**config.mk**
```make
export PLATFORM = sky130hd
export DESIGN_NAME = qpsk_map_mimo_flat
export DESIGN_NICKNAME = d
export VERILOG_FILES = /design/src/rtl/qpsk_map_mimo_if.sv /design/src/rtl/qpsk_map_mimo.sv /design/src/flat_wrapper.sv
export SDC_FILE = /design/constraint.sdc
export NUM_CORES = 1
export LEC_CHECK = 0
export ABC_AREA = 1
export CORE_MARGIN = 2
export CORE_UTILIZATION = 40
export DETAILED_ROUTE_END_ITERATION = 16
export GPL_TIMING_DRIVEN = 0
export PLACE_DENSITY = 0.8
export SLEW_MARGIN = 20
export SYNTH_ARGS = -nofsm -noshare
export SYNTH_HDL_FRONTEND = slang
export SYNTH_SLANG_ARGS = --single-unit
export TNS_END_PERCENT = 100
```
**constraint.sdc**
```tcl
create_clock -name clk -period 2.5 [get_ports clk]
set_clock_uncertainty 0.2 [all_clocks]
set_input_delay 0.25 -clock clk [delete_from_list [all_inputs] [get_ports clk]]
set_output_delay 0.25 -clock clk [all_outputs]
set_load 0.05 [all_outputs]
```
**src/rtl/qpsk_map_mimo_if.sv**
```systemverilog
// Byte-in / dual-antenna-symbol-out handshake bundle for the QPSK MIMO mapper.
interface qpsk_map_mimo_if #(
   parameter int unsigned DATA_W = 16
);
   logic                     in_valid;
   logic                     in_ready;
   logic [7:0]               in_byte;
   logic                     out_valid;
   logic                     out_ready;
   logic signed [DATA_W-1:0] X1_re;
   logic signed [DATA_W-1:0] X1_im;
   logic signed [DATA_W-1:0] X2_re;
   logic signed [DATA_W-1:0] X2_im;
   logic                     out_last;

   // Upstream byte source / downstream symbol sink side.
   modport master (
      output in_valid, in_byte, out_ready,
      input  in_ready, out_valid, X1_re, X1_im, X2_re, X2_im, out_last
   );

   // Mapper side.
   modport slave (
      input  in_valid, in_byte, out_ready,
      output in_ready, out_valid, X1_re, X1_im, X2_re, X2_im, out_last
   );
endinterface

```
**src/rtl/qpsk_map_mimo.sv**
```systemverilog
// QPSK mapper for 2x MIMO: each byte yields two symbol vectors (high nibble
// first), each nibble bit selecting +AMP or -AMP on one antenna I/Q component.
module qpsk_map_mimo #(
   parameter int unsigned DATA_W     = 16,
   parameter int unsigned AMP        = 23170,
   parameter int unsigned FRAME_SYMS = 64
) (
   input logic            clk,
   input logic            rst_n,
   qpsk_map_mimo_if.slave bus
);
   localparam int unsigned CNT_W = $clog2(FRAME_SYMS);
   localparam logic [CNT_W-1:0]         LAST_CNT = CNT_W'(FRAME_SYMS - 1);
   localparam logic signed [DATA_W-1:0] POS      = DATA_W'(AMP);
   localparam logic signed [DATA_W-1:0] NEG      = -POS;

   typedef enum logic [1:0] {IDLE, HI, LO} state_t;

   state_t                   state_q, state_d;
   logic [7:0]               buf_q, buf_d;
   logic [CNT_W-1:0]         cnt_q, cnt_d;
   logic                     valid_q, valid_d;
   logic                     last_q, last_d;
   logic signed [DATA_W-1:0] x1r_q, x1r_d, x1i_q, x1i_d;
   logic signed [DATA_W-1:0] x2r_q, x2r_d, x2i_q, x2i_d;
   logic                     slot_free;
   logic                     in_ready;
   logic                     in_xfer;
   logic                     load;
   logic [3:0]               nib;

   // Bit 0 -> +AMP, bit 1 -> -AMP, so a sign slicer recovers the bit.
   function automatic logic signed [DATA_W-1:0] map_bit(input logic b);
      return b ? NEG : POS;
   endfunction

   assign slot_free = !valid_q || bus.out_ready;
   assign in_xfer   = bus.in_valid && in_ready;

   // Accept a byte only when the buffer is empty or its last nibble is leaving.
   always_comb begin
      in_ready = 1'b0;
      case (state_q)
         IDLE:    in_ready = 1'b1;
         LO:      in_ready = slot_free;
         default: in_ready = 1'b0;
      endcase
   end

   // Next-state, buffer and output-register load logic.
   always_comb begin
      state_d = state_q;
      buf_d   = buf_q;
      load    = 1'b0;
      nib     = buf_q[7:4];
      case (state_q)
         IDLE: begin
            if (in_xfer) begin
               buf_d   = bus.in_byte;
               state_d = HI;
            end
         end
         HI: begin
            if (slot_free) begin
               load    = 1'b1;
               state_d = LO;
            end
         end
         LO: begin
            if (slot_free) begin
               load = 1'b1;
               nib  = buf_q[3:0];
               if (in_xfer) begin
                  buf_d   = bus.in_byte;
                  state_d = HI;
               end else begin
                  state_d = IDLE;
               end
            end
         end
         default: state_d = IDLE;
      endcase

      valid_d = load || (valid_q && !bus.out_ready);
      cnt_d   = cnt_q;
      last_d  = last_q;
      x1r_d   = x1r_q;
      x1i_d   = x1i_q;
      x2r_d   = x2r_q;
      x2i_d   = x2i_q;
      if (load) begin
         cnt_d  = (cnt_q == LAST_CNT) ? '0 : cnt_q + CNT_W'(1);
         last_d = (cnt_q == LAST_CNT);
         x1r_d  = map_bit(nib[3]);
         x1i_d  = map_bit(nib[2]);
         x2r_d  = map_bit(nib[1]);
         x2i_d  = map_bit(nib[0]);
      end
   end

   // State and output registers; reset discards any buffered byte and symbol.
   always_ff @(posedge clk or negedge rst_n) begin
      if (!rst_n) begin
         state_q <= IDLE;
         buf_q   <= '0;
         cnt_q   <= '0;
         valid_q <= 1'b0;
         last_q  <= 1'b0;
         x1r_q   <= '0;
         x1i_q   <= '0;
         x2r_q   <= '0;
         x2i_q   <= '0;
      end else begin
         state_q <= state_d;
         buf_q   <= buf_d;
         cnt_q   <= cnt_d;
         valid_q <= valid_d;
         last_q  <= last_d;
         x1r_q   <= x1r_d;
         x1i_q   <= x1i_d;
         x2r_q   <= x2r_d;
         x2i_q   <= x2i_d;
      end
   end

   assign bus.in_ready  = in_ready;
   assign bus.out_valid = valid_q;
   assign bus.out_last  = last_q;
   assign bus.X1_re     = x1r_q;
   assign bus.X1_im     = x1i_q;
   assign bus.X2_re     = x2r_q;
   assign bus.X2_im     = x2i_q;
endmodule

```
**src/flat_wrapper.sv**
```systemverilog
// flat-port wrapper written by rule: the top's interface ports become plain ports
module qpsk_map_mimo_flat 
#(
   parameter int unsigned DATA_W     = 16,
   parameter int unsigned AMP        = 23170,
   parameter int unsigned FRAME_SYMS = 64
)
  (clk, rst_n, bus_in_valid, bus_in_byte, bus_out_ready, bus_in_ready, bus_out_valid, bus_X1_re, bus_X1_im, bus_X2_re, bus_X2_im, bus_out_last);
  qpsk_map_mimo_if #(.DATA_W(DATA_W)) bus_i ();
  input logic clk;
  input logic rst_n;
  input wire logic [$bits(bus_i.in_valid)-1:0] bus_in_valid;
  input wire logic [$bits(bus_i.in_byte)-1:0] bus_in_byte;
  input wire logic [$bits(bus_i.out_ready)-1:0] bus_out_ready;
  output wire logic [$bits(bus_i.in_ready)-1:0] bus_in_ready;
  output wire logic [$bits(bus_i.out_valid)-1:0] bus_out_valid;
  output wire logic [$bits(bus_i.X1_re)-1:0] bus_X1_re;
  output wire logic [$bits(bus_i.X1_im)-1:0] bus_X1_im;
  output wire logic [$bits(bus_i.X2_re)-1:0] bus_X2_re;
  output wire logic [$bits(bus_i.X2_im)-1:0] bus_X2_im;
  output wire logic [$bits(bus_i.out_last)-1:0] bus_out_last;
  assign bus_i.in_valid = bus_in_valid;
  assign bus_i.in_byte = bus_in_byte;
  assign bus_i.out_ready = bus_out_ready;
  assign bus_in_ready = bus_i.in_ready;
  assign bus_out_valid = bus_i.out_valid;
  assign bus_X1_re = bus_i.X1_re;
  assign bus_X1_im = bus_i.X1_im;
  assign bus_X2_re = bus_i.X2_re;
  assign bus_X2_im = bus_i.X2_im;
  assign bus_out_last = bus_i.out_last;
  qpsk_map_mimo #(.DATA_W(DATA_W), .AMP(AMP), .FRAME_SYMS(FRAME_SYMS)) u_core (.clk(clk), .rst_n(rst_n), .bus(bus_i));
endmodule
```
==> results of run 1 <==
-- stage by stage --
step | instance area, µm² | instances | utilization (%) | worst slack (ns)
CTS | 2570 | 328 | 63.4 | 0.180
floorplan | 1720 | 199 | - | 0.765
global route | 2570 | 328 | 63.4 | 0.0908
finish | 2570 | 328 | 63.4 | 0.184
detailed placement | 2520 | 323 | 62.0 | 0.203
global placement | 2520 | 323 | 62.1 | 0.211
-- layout make-up --
class	instances	area, µm²
buffer	58	439
timing repair buffer	75	744
sequential	27	676
tap	50	62.6
multi-input combinational	95	532
clock buffer	3	41.3
inverter	19	71.3
clock inverter	1	5.00
fill	373	1490
-- how the worst min path moves through the flow --
stage,startpoint,end,slack [ns]
2_1_floorplan,rst_n,u_core.buf_q[0]$_DFFE_PN0P_,-0.25
3_3_place_gp,u_core.buf_q[0]$_DFFE_PN0P_,u_core.buf_q[0]$_DFFE_PN0P_,0.26
3_5_place_dp,rst_n,u_core.bus.out_valid$_DFF_PN0_,0.08
4_1_cts,u_core.buf_q[0]$_DFFE_PN0P_,u_core.buf_q[0]$_DFFE_PN0P_,0.29
5_1_grt,u_core.buf_q[5]$_DFFE_PN0P_,u_core.buf_q[5]$_DFFE_PN0P_,0.31
6_report,rst_n,u_core.buf_q[7]$_DFFE_PN0P_,0.29
-- sequential cells by signal (all words and copies together) (netlist names) --
name and flops:
u_core.cnt_q 6, u_core.bus.X1_re 2, u_core.state_q 2, u_core.bus.X1_im 3, u_core.bus.X2_re 2, u_core.bus.out_last 1, u_core.buf_q 8, u_core.bus.out_valid 1
u_core.bus.X2_im 2
-- worst reg2reg max path: cells and delay by family, from the launching register on --
kind                       cells  cell delay [ns]
DFF                            1             0.41
buffers and inverters          2             0.30
adders and majority gates      1             0.30
AOI/OAI and AO/OA              2             0.29
and+or+nand+nor                2             0.19
-- metal layers --
metal / vias to the layer above / share of wire (%) / GRT usage (%)
li1: 708 / - / -
met1: 574 / 43 / 18.0
met2: 56 / 48 / 23.4
met3: 4 / 8.3 / 3.05
met4: 0 / 1.2 / 4.58
met5: - / 0 / 0
-- cell families (layout without fill, tap and decap cells) --
| kind of cell | after synthesis | in the layout |
|---|---|---|
| buffers and inverters | 77 | 156 |
| and+or+nand+nor | 60 | 60 |
| DFF | 27 | 27 |
| AOI/OAI and AO/OA | 23 | 23 |
| adders and majority gates | 6 | 6 |
| xor gates and xnor gates | 2 | 2 |
| other | 1 | 4 |
-- timing repair --
item	CTS	global route
hold buffers	1	0
endpoints found under the hold margin	27	0
resized for setup	1	0
setup endpoints to repair	1	0
-- cells in the final DEF (no fill, tap or decap) --
master / n
conb_1: 4
inv_1: 18
a21oi_1: 1
o21a_1: 4
o21ai_0: 8
buf_6: 1
clkdlybuf4s50_1: 72
o21ai_2: 9
ha_1: 6
nand2_1: 36
dlygate4sd2_1: 1
nand2_4: 1
clkbuf_8: 3
or2_1: 1
nand2_2: 2
xor2_1: 1
buf_4: 57
clkinv_2: 1
inv_2: 1
buf_2: 1
nand3_4: 1
dfrtp_1: 27
dlygate4sd3_1: 1
a31o_2: 1
nor2_1: 13
xnor2_1: 1
nand3_1: 6
==> impl_summary.txt, run 1 <==
----------------------------------------------------
[Synthesis]
  Proportion of register bits with asynchronous set or reset after synthesis ... 100%
  Proportion of synthesized chip area in sequential cells ... 39.6%
  Number of flip-flops and latches in the synthesized netlist ... 27
  Count of mapped cells out of synthesis ... 196
  Most numerous cell in the Yosys netlist ... buf_4
  Synthesized-area fraction occupied by adder cells ... 4.40%
  Multiplexer share of the synthesized area ... 0%
  Top cells by area in the synthesized netlist ... dfrtp_1, buf_4, nand2_1
  Yosys warning total ... 0
  Synthesized-area fraction occupied by ao, oa, aoi and oai cells ... 9.53%
  Library cell occupying the most area in the post-synthesis netlist ... dfrtp_1
  Top cell type's share of synthesized area ... about 40%
  Post-synth top cells ... buf_4, nand2_1, dfrtp_1
  Post-synth design cell area ... ~1700 µm²
  Combinational family with the most area after synthesis ... buffers and inverters
  Simple logic cell fraction of the synthesized area ... 15.3%
  Synth Area in XOR/XNOR ... between 1 and 1.5%
  Mean cell area of the mapped netlist ... roughly 8.7 µm²
  Most used flip-flop cell after synthesis ... dfrtp_1
  Number of enable-type register cells in the synthesized netlist ... 0
  Number of distinct standard cells referenced by the synthesized netlist ... 21

[GRT]
  Number of global-route vias before repair ... 1247
  Global Route Usage Sum ... 14.0%
  Largest net degree at the start of global routing ... 28
  Number of antenna violations at the first check in global routing ... 0
  Global-route congestion overflow total ... 0
  Wire length of the first global-routing pass ... 5620 µm

[Critical path]
  Crit-path max FO ... 7
  Critical Path Max Stage Delay ... 0.52 ns
  Setup CP Type ... flop to output port
  Critical path buffers and inverters ... 2
  Arrival @ worst endpoint ... between 1.5 and 2 ns
  Required arrival time at the worst endpoint ... between 2 and 2.5 ns
  Minimum setup slack among reg-to-reg paths ... just over 0.7 ns
  Capturing element type of the critical path ... output port
  Total stage count of the critical path ... 5
  Top delay family on crit path ... buffers and inverters
  Startpoint of the lowest-slack register-to-register path ... u_core.state_q[1]$_DFFE_PN0P_
  Critical R2R Capture ... u_core.bus.X1_re[14]$_DFFE_PN0P_
  Slowest library cell on the worst path ... dlygate4sd2_1
  Startpoint class of the critical path ... flop
  Launching instance or port of the critical path ... u_core.state_q[0]$_DFFE_PN0P_
  Capture point of the critical path ... bus_in_ready
  Worst R2R Path Depth ... 7
  Cell Chain, Critical Path ... inv_1 -> ha_1 -> nand2_2 -> nand2_4 -> dlygate4sd2_1

[Floorplan]
  Initial Util ... 42.1%
  Core ar. ... 4060 µm²
  Row Count ... 23
  Die footprint ... slightly below 5000 µm²
  Die Span X ... 69.3 µm
  Top Ports ... 79
  Die Ht ... slightly below 70 µm

[Final layout]
  N_diodes ... 0
  Total number of nets in the final design ... between 200 and 300
  Proportion of layout cells with a drive suffix above 1 ... 28.1%
  Area delta synth->final ... 50.7%

[STA]
  Max-slew headroom ... 62.4%
  Setup tns final ... 0 ns
  Share of the clock period used by the worst path after layout ... between 90% and 100%
  Final setup fails ... 0
  Final max-slew violation count ... 0
  Worst-Margin Slew ... 0.565 ns
  Final-layout worst hold slack ... 0.290 ns
  Peak Freq ... around 430 MHz
  Final Hold Violating Endpoints ... 0
  Final critical path time including I/O delays and setup ... 2.32 ns
  Setup repair after global routing missed its margin ... no

[Detailed routing]
  Vias per std cell ... 4.09
  Number of vias after detailed routing ... 1342
  Total length of routed wires ... roughly 3100 µm
  Starting DRT DRC Count ... 52
  Detailed-routing iteration count for the pre-antenna-repair pass ... 5
  Number of remaining DRC errors ... 0
  Average wire per cell in the routed design ... about 9.4 µm
  Post-route ant nets ... 0

[Outcome]
  Run status ... finished clean

[Clocking]
  Clock buffers created by TritonCTS ... 3
  Clock sink count ... 27
  Post-CTS Repair Setup Buffers ... 0
  Longest Clk Path Bufs ... 2
  Root buffer cell ... clkbuf_8
  Clock network latency to the later pin of the worst-skew pair ... between 0.2 and 0.3 ns
  CTS tree ... yes
  H-tree Lvls ... 1
  Register clock-pin slew on the reported worst setup and hold paths ... 0.09 ns

[Placed design]
  Half-perimeter wire length of the detailed placement result ... 2580 µm
  Final weighted congestion of routability-driven global placement ... 0.772
  Number of input and output port buffers inserted ... 74

[Hold path]
  Class of the tightest hold or removal check ... primary input to async pin

[Job]
  Max-capacitance violation count ... 0

----------------------------------------------------
Power of run 1 is not shown: default switching activity piles up to over one toggle a cycle in this logic, so the estimate is an artifact.
==> run 2: changes to the inputs <==
Settings changed: SLEW_MARGIN 20 to 10.
==> impl_summary.txt, run 2 (synthesis gave the netlist of run 1 again) <==
----------------------------------------------------
[Outcome]
  Run status ... finished clean (unchanged)

[Detailed routing]
  Starting DRT DRC Count ... 46 (was 52)
  Met2 layer wire length in the routed design ... 1500 µm (was 1480 µm)
  Average wire per cell in the routed design ... 9.59 µm (was 9.42 µm)
  Routed wl met3 ... 259 µm (was 256 µm)
  Vias per std cell ... 4.11 (was 4.09)
  M1 WL ... 1340 µm (was 1320 µm)
  Post-route ant nets ... 0 (unchanged)
  Detailed-routing iteration count for the pre-antenna-repair pass ... 4 (was 5)
  Number of vias after detailed routing ... 1347 (was 1342)
  Total length of routed wires ... 3150 µm (was 3090 µm)
  Number of remaining DRC errors ... 0 (unchanged)
  Max layer used ... met4 (unchanged)

[Clocking]
  Clock buffers created by TritonCTS ... 3 (unchanged)
  CTS tree ... yes (unchanged)
  Register clock-pin slew on the reported worst setup and hold paths ... 0.08 ns (was 0.09 ns)
  Root buffer cell ... clkbuf_8 (unchanged)
  H-tree Lvls ... 1 (unchanged)
  Post-CTS Repair Setup Buffers ... 0 (unchanged)
  Longest Clk Path Bufs ... 2 (unchanged)
  Clock network latency to the later pin of the worst-skew pair ... 0.28 ns (was 0.27 ns)
  Clock sink count ... 27 (unchanged)

[Floorplan]
  Initial Util ... 42.1% (unchanged)
  Top Ports ... 79 (unchanged)
  Die Span X ... 69.3 µm (unchanged)
  Die footprint ... 4810 µm² (unchanged)
  Core ar. ... 4060 µm² (unchanged)
  Die Ht ... 69.3 µm (unchanged)
  Row Count ... 23 (unchanged)

[Critical path]
  Required arrival time at the worst endpoint ... 2.05 ns (about the same)
  Cell Chain, Critical Path ... inv_1 -> ha_1 -> nand2_2 -> nand2_4 -> dlygate4sd2_1 (unchanged)
  Slowest library cell on the worst path ... dlygate4sd2_1 (unchanged)
  Crit-path max FO ... 7 (unchanged)
  Top delay family on crit path ... buffers and inverters (unchanged)
  Capturing element type of the critical path ... output port (unchanged)
  Critical Path Max Stage Delay ... 0.52 ns (about the same)
  Arrival @ worst endpoint ... 1.87 ns (about the same)
  Setup CP Type ... flop to output port (unchanged)
  Critical path buffers and inverters ... 2 (unchanged)
  Startpoint class of the critical path ... flop (unchanged)

[STA]
  Peak Freq ... 431 MHz (was 432 MHz)
  Final setup fails ... 0 (unchanged)
  Setup tns final ... 0 ns (unchanged)
  Max-slew headroom ... 60.0% (was 62.4%)
  Final critical path time including I/O delays and setup ... 2.32 ns (about the same)
  Final max-slew violation count ... 0 (unchanged)
  Final Hold Violating Endpoints ... 0 (unchanged)
  Worst-Margin Slew ... 0.600 ns (was 0.565 ns)
  Final-layout worst hold slack ... 0.284 ns (was 0.290 ns)
  Share of the clock period used by the worst path after layout ... 92.8% (was 92.6%)
  Setup repair after global routing missed its margin ... no (unchanged)

[Final layout]
  N_diodes ... 0 (unchanged)
  Leading cell type in the layout, fill and taps excluded ... clkdlybuf4s50_1 (unchanged)
  Number of fill cells ... 375 (was 373)
  Area delta synth->final ... 50.7% (unchanged)
  Post-layout util ... 63.4% (unchanged)
  Proportion of layout cells with a drive suffix above 1 ... 28.1% (unchanged)
  Most frequent cells in the layout ... clkdlybuf4s50_1, buf_4, nand2_1 (unchanged)
  Total number of nets in the final design ... 297 (unchanged)
  Register bank with the most flops ... u_core.buf_q (unchanged)
  Max reg flops ... 8 (unchanged)
  Filler-free cell count of the finished design ... 328 (unchanged)

[Job]
  Max-capacitance violation count ... 0 (unchanged)

[GRT]
  Wire length of the first global-routing pass ... 5680 µm (was 5620 µm)
  Number of global-route vias before repair ... 1245 (was 1247)
  Global-route congestion overflow total ... 0 (unchanged)
  Largest net degree at the start of global routing ... 28 (unchanged)
  Global Route Usage Sum ... 14.3% (was 14.0%)
  Number of antenna violations at the first check in global routing ... 0 (unchanged)

[Hold path]
  Class of the tightest hold or removal check ... flop to flop (was primary input to async pin)

[Placed design]
  Half-perimeter wire length of the detailed placement result ... 2590 µm (was 2580 µm)
  Placed Cells incl. Taps ... 323 (unchanged)
  Final weighted congestion of routability-driven global placement ... 0.772 (unchanged)
  Number of input and output port buffers inserted ... 74 (unchanged)

----------------------------------------------------
==> run 2: worst reg2reg max path, stage by stage (launching register included) <==
cell	delay [ns]
dfrtp_1	0.44
inv_1	0.10
ha_1	0.29
nand2_2	0.15
nand2_4	0.09
nand3_4	0.11
buf_6	0.18
nand2_1	0.08
o21ai_2	0.05
==> run 2: layout make-up <==
| type | count | area, µm² | share of cell area (%) |
|---|---|---|---|
| Multi-Input combinational cell | 95 | 532 | 20.7 |
| Buffer | 58 | 439 | 17.1 |
| Clock inverter | 1 | 5.00 | 0.195 |
| Clock buffer | 3 | 41.3 | 1.61 |
| Inverter | 19 | 71.3 | 2.77 |
| Sequential cell | 27 | 676 | 26.3 |
| Tap cell | 50 | 62.6 | 2.43 |
| Timing Repair Buffer | 75 | 744 | 29.0 |
==> run 2: timing repair <==
action                                 4_1_cts  5_1_grt
setup endpoints to repair                    1        0
hold buffers                                 0        1
endpoints found under the hold margin        0       27
gates resized for setup                      1        0
==> run 2: final timing paths <==
path,end,cells past startpoint,slack (ns),from
max,bus_in_ready,5,0.18,u_core.state_q[0]$_DFFE_PN0P_
min,u_core.buf_q[0]$_DFFE_PN0P_,2,0.28,u_core.buf_q[0]$_DFFE_PN0P_
max reg2reg,u_core.buf_q[3]$_DFFE_PN0P_,8,0.72,u_core.state_q[0]$_DFFE_PN0P_
min reg2reg,u_core.buf_q[0]$_DFFE_PN0P_,2,0.28,u_core.buf_q[0]$_DFFE_PN0P_
max in group asynchronous,u_core.bus.X2_re[14]$_DFFE_PN0P_,2,1.39,rst_n
min in group asynchronous,u_core.buf_q[7]$_DFFE_PN0P_,2,0.31,rst_n
==> run 2: metal layers <==
metal	GRT usage [%]	vias to the layer above
li1	-	706
met1	18.2	581
met2	23.6	55
met3	3.20	5
met4	5.88	0
met5	0	-
==> run 2: per-stage QoR <==
step / setup WS (ns) / cell area (µm²)
finish: 0.180 / 2570
global route: 0.0790 / 2570
CTS: 0.172 / 2570
detailed placement: 0.200 / 2520
global placement: 0.211 / 2520
floorplan: 0.765 / 1720
Power of run 2 is left out for the same reason.
==> run 3: changes to the inputs <==
Settings changed: CORE_MARGIN 2 to 5, CORE_UTILIZATION 40 to 45, PLACE_DENSITY 0.8 to 0.88.
==> impl_summary.txt, run 3 (synthesis gave the netlist of run 1 again) <==
----------------------------------------------------
[Final layout]
  Final Instance Area ... 2570 µm² (unchanged)
  Leading cell type in the layout, fill and taps excluded ... clkdlybuf4s50_1 (unchanged)
  Area delta synth->final ... 50.7% (unchanged)
  Sequential Area ... 676 µm² (unchanged)
  Register bank with the most flops ... u_core.buf_q (unchanged)
  Total number of nets in the final design ... 297 (unchanged)
  Proportion of layout cells with a drive suffix above 1 ... 28.1% (unchanged)
  Max reg flops ... 8 (unchanged)
  Number of fill cells ... 284 (was 375)
  N_diodes ... 0 (unchanged)
  Most frequent cells in the layout ... clkdlybuf4s50_1, buf_4, nand2_1 (unchanged)
  Area occupied by multi-input gates ... 532 µm² (unchanged)

[GRT]
  Highest-utilization routing layer at the global route stage ... met2 (unchanged)
  Global routing usage on met1 ... 14.4% (was 18.2%)
  Global Route Usage Sum ... 13.5% (was 14.3%)
  Largest net degree at the start of global routing ... 28 (unchanged)
  Global-route congestion overflow total ... 0 (unchanged)
  Number of global-route vias before repair ... 1266 (was 1245)
  Wire length of the first global-routing pass ... 5530 µm (was 5680 µm)
  Met3 layer usage reported by global route ... 2.66% (was 3.20%)
  Met2 capacity usage during global routing ... 25.1% (was 23.6%)
  Number of antenna violations at the first check in global routing ... 0 (unchanged)

[Floorplan]
  Top Ports ... 79 (unchanged)
  Die footprint ... 5120 µm² (was 4810 µm²)
  Die Ht ... 71.6 µm (was 69.3 µm)
  Core ar. ... 3660 µm² (was 4060 µm²)
  Initial Util ... 46.6% (was 42.1%)
  Row Count ... 22 (was 23)
  Die Span X ... 71.6 µm (was 69.3 µm)

[Outcome]
  Run status ... finished clean (unchanged)

[Detailed routing]
  Number of remaining DRC errors ... 0 (unchanged)
  Starting DRT DRC Count ... 28 (was 46)
  Number of vias after detailed routing ... 1370 (was 1347)
  Detailed-routing iteration count for the pre-antenna-repair pass ... 4 (unchanged)
  Total length of routed wires ... 3420 µm (was 3150 µm)
  Post-route ant nets ... 0 (unchanged)
  Vias per std cell ... 4.20 (was 4.11)
  Average wire per cell in the routed design ... 10.5 µm (was 9.59 µm)

[Critical path]
  Startpoint class of the critical path ... flop (unchanged)
  Worst R2R Path Depth ... 7 (was 8)
  Minimum setup slack among reg-to-reg paths ... 0.70 ns (was 0.72 ns)
  Critical R2R Capture ... u_core.bus.X1_re[14]$_DFFE_PN0P_ (was u_core.buf_q[3]$_DFFE_PN0P_)
  Crit-path max FO ... 7 (unchanged)
  Setup CP Type ... flop to output port (unchanged)
  Startpoint of the lowest-slack register-to-register path ... u_core.state_q[0]$_DFFE_PN0P_ (unchanged)
  Arrival @ worst endpoint ... 1.89 ns (was 1.87 ns)
  Required arrival time at the worst endpoint ... 2.05 ns (about the same)
  Capturing element type of the critical path ... output port (unchanged)

[STA]
  Share of the clock period used by the worst path after layout ... 93.4% (was 92.8%)
  Final max-slew violation count ... 0 (unchanged)
  Setup repair after global routing missed its margin ... no (unchanged)
  Worst-Margin Slew ... 0.575 ns (was 0.600 ns)
  Final setup fails ... 0 (unchanged)
  Final Hold Violating Endpoints ... 0 (unchanged)
  Final critical path time including I/O delays and setup ... 2.34 ns (was 2.32 ns)
  Max-slew headroom ... 61.7% (was 60.0%)
  Peak Freq ... 428 MHz (was 431 MHz)
  Setup tns final ... 0 ns (unchanged)

[Placed design]
  Final weighted congestion of routability-driven global placement ... 0.792 (was 0.772)
  Half-perimeter wire length of the detailed placement result ... 2790 µm (was 2590 µm)
  Number of input and output port buffers inserted ... 74 (unchanged)
  Area post-placement ... 2520 µm² (about the same)

[Hold path]
  Class of the tightest hold or removal check ... flop to flop (unchanged)
  Hold Path Origin ... u_core.buf_q[1]$_DFFE_PN0P_ (was u_core.buf_q[0]$_DFFE_PN0P_)
  Worst hold endpoint ... u_core.buf_q[1]$_DFFE_PN0P_ (was u_core.buf_q[0]$_DFFE_PN0P_)
  Hold depth ... 2 (unchanged)

[Clocking]
  H-tree Lvls ... 1 (unchanged)
  Clock network latency to the later pin of the worst-skew pair ... 0.27 ns (was 0.28 ns)
  CTS tree ... yes (unchanged)
  Clock buffers created by TritonCTS ... 3 (unchanged)
  Longest Clk Path Bufs ... 2 (unchanged)
  Clock sink count ... 27 (unchanged)
  Register clock-pin slew on the reported worst setup and hold paths ... 0.09 ns (was 0.08 ns)
  Root buffer cell ... clkbuf_8 (unchanged)

[Job]
  Max-capacitance violation count ... 0 (unchanged)

----------------------------------------------------
[run 3: cell count changes in the layout (fill, tap and decap cells not counted), sizes merged]
cell / delta
clkinv: -1
clkinvlp: +1
[run 3: what timing repair did]
| item | 4_1_cts | 5_1_grt |
|---|---|---|
| hold buffers | 0 | 1 |
| hold endpoints to repair | 0 | 27 |
| setup endpoints to repair | 1 | 0 |
| gates resized for setup | 1 | 0 |
| setup buffers | 0 | 0 |
[run 3: worst max-delay path: stages (launching register included)]
cell and delay (ns):
dfrtp_1 0.43, inv_1 0.10, ha_1 0.31, nand2_2 0.15, nand2_4 0.09, dlygate4sd2_1 0.53
[run 3: area by class of cell]
cell class	count	share of cell area (%)
sequential	27	26.3
inverter	19	2.77
buffer	58	17.1
tap	48	2.34
clock inverter	1	0.292
timing repair buffer	75	29.0
multi-input combinational	95	20.7
clock buffer	3	1.61
[run 3: worst max path at each step]
stage | from | slack [ns] | end | cells past startpoint
finish | u_core.state_q[0]$_DFFE_PN0P_ | 0.16 | bus_in_ready | 5
global route | u_core.state_q[0]$_DFFE_PN0P_ | 0.09 | bus_in_ready | 5
CTS | u_core.state_q[0]$_DFFE_PN0P_ | 0.16 | bus_in_ready | 5
detailed placement | u_core.state_q[0]$_DFFE_PN0P_ | 0.20 | bus_in_ready | 5
global placement | bus_out_ready | 0.21 | bus_in_ready | 6
floorplan | u_core.state_q[0]$_DFFE_PN0P_ | 0.76 | u_core.buf_q[3]$_DFFE_PN0P_ | 8
[run 3: layer usage]
metal	vias up	wire (µm)
li1	710	-
met1	607	1290
met2	48	1740
met3	5	319
met4	0	66
met5	-	0
[run 3: per-stage QoR]
stage               cells  hold WS (ns)  utilization, %  setup slack [ns]
finish                326         0.288            70.2             0.164
global route          326         0.307            70.2            0.0855
CTS                   325         0.286            70.1             0.155
detailed placement    321         0.264            68.8             0.197
global placement      321         0.262            68.8             0.210
floorplan             199        -0.246               -             0.765
Power of run 3 is left out for the same reason.
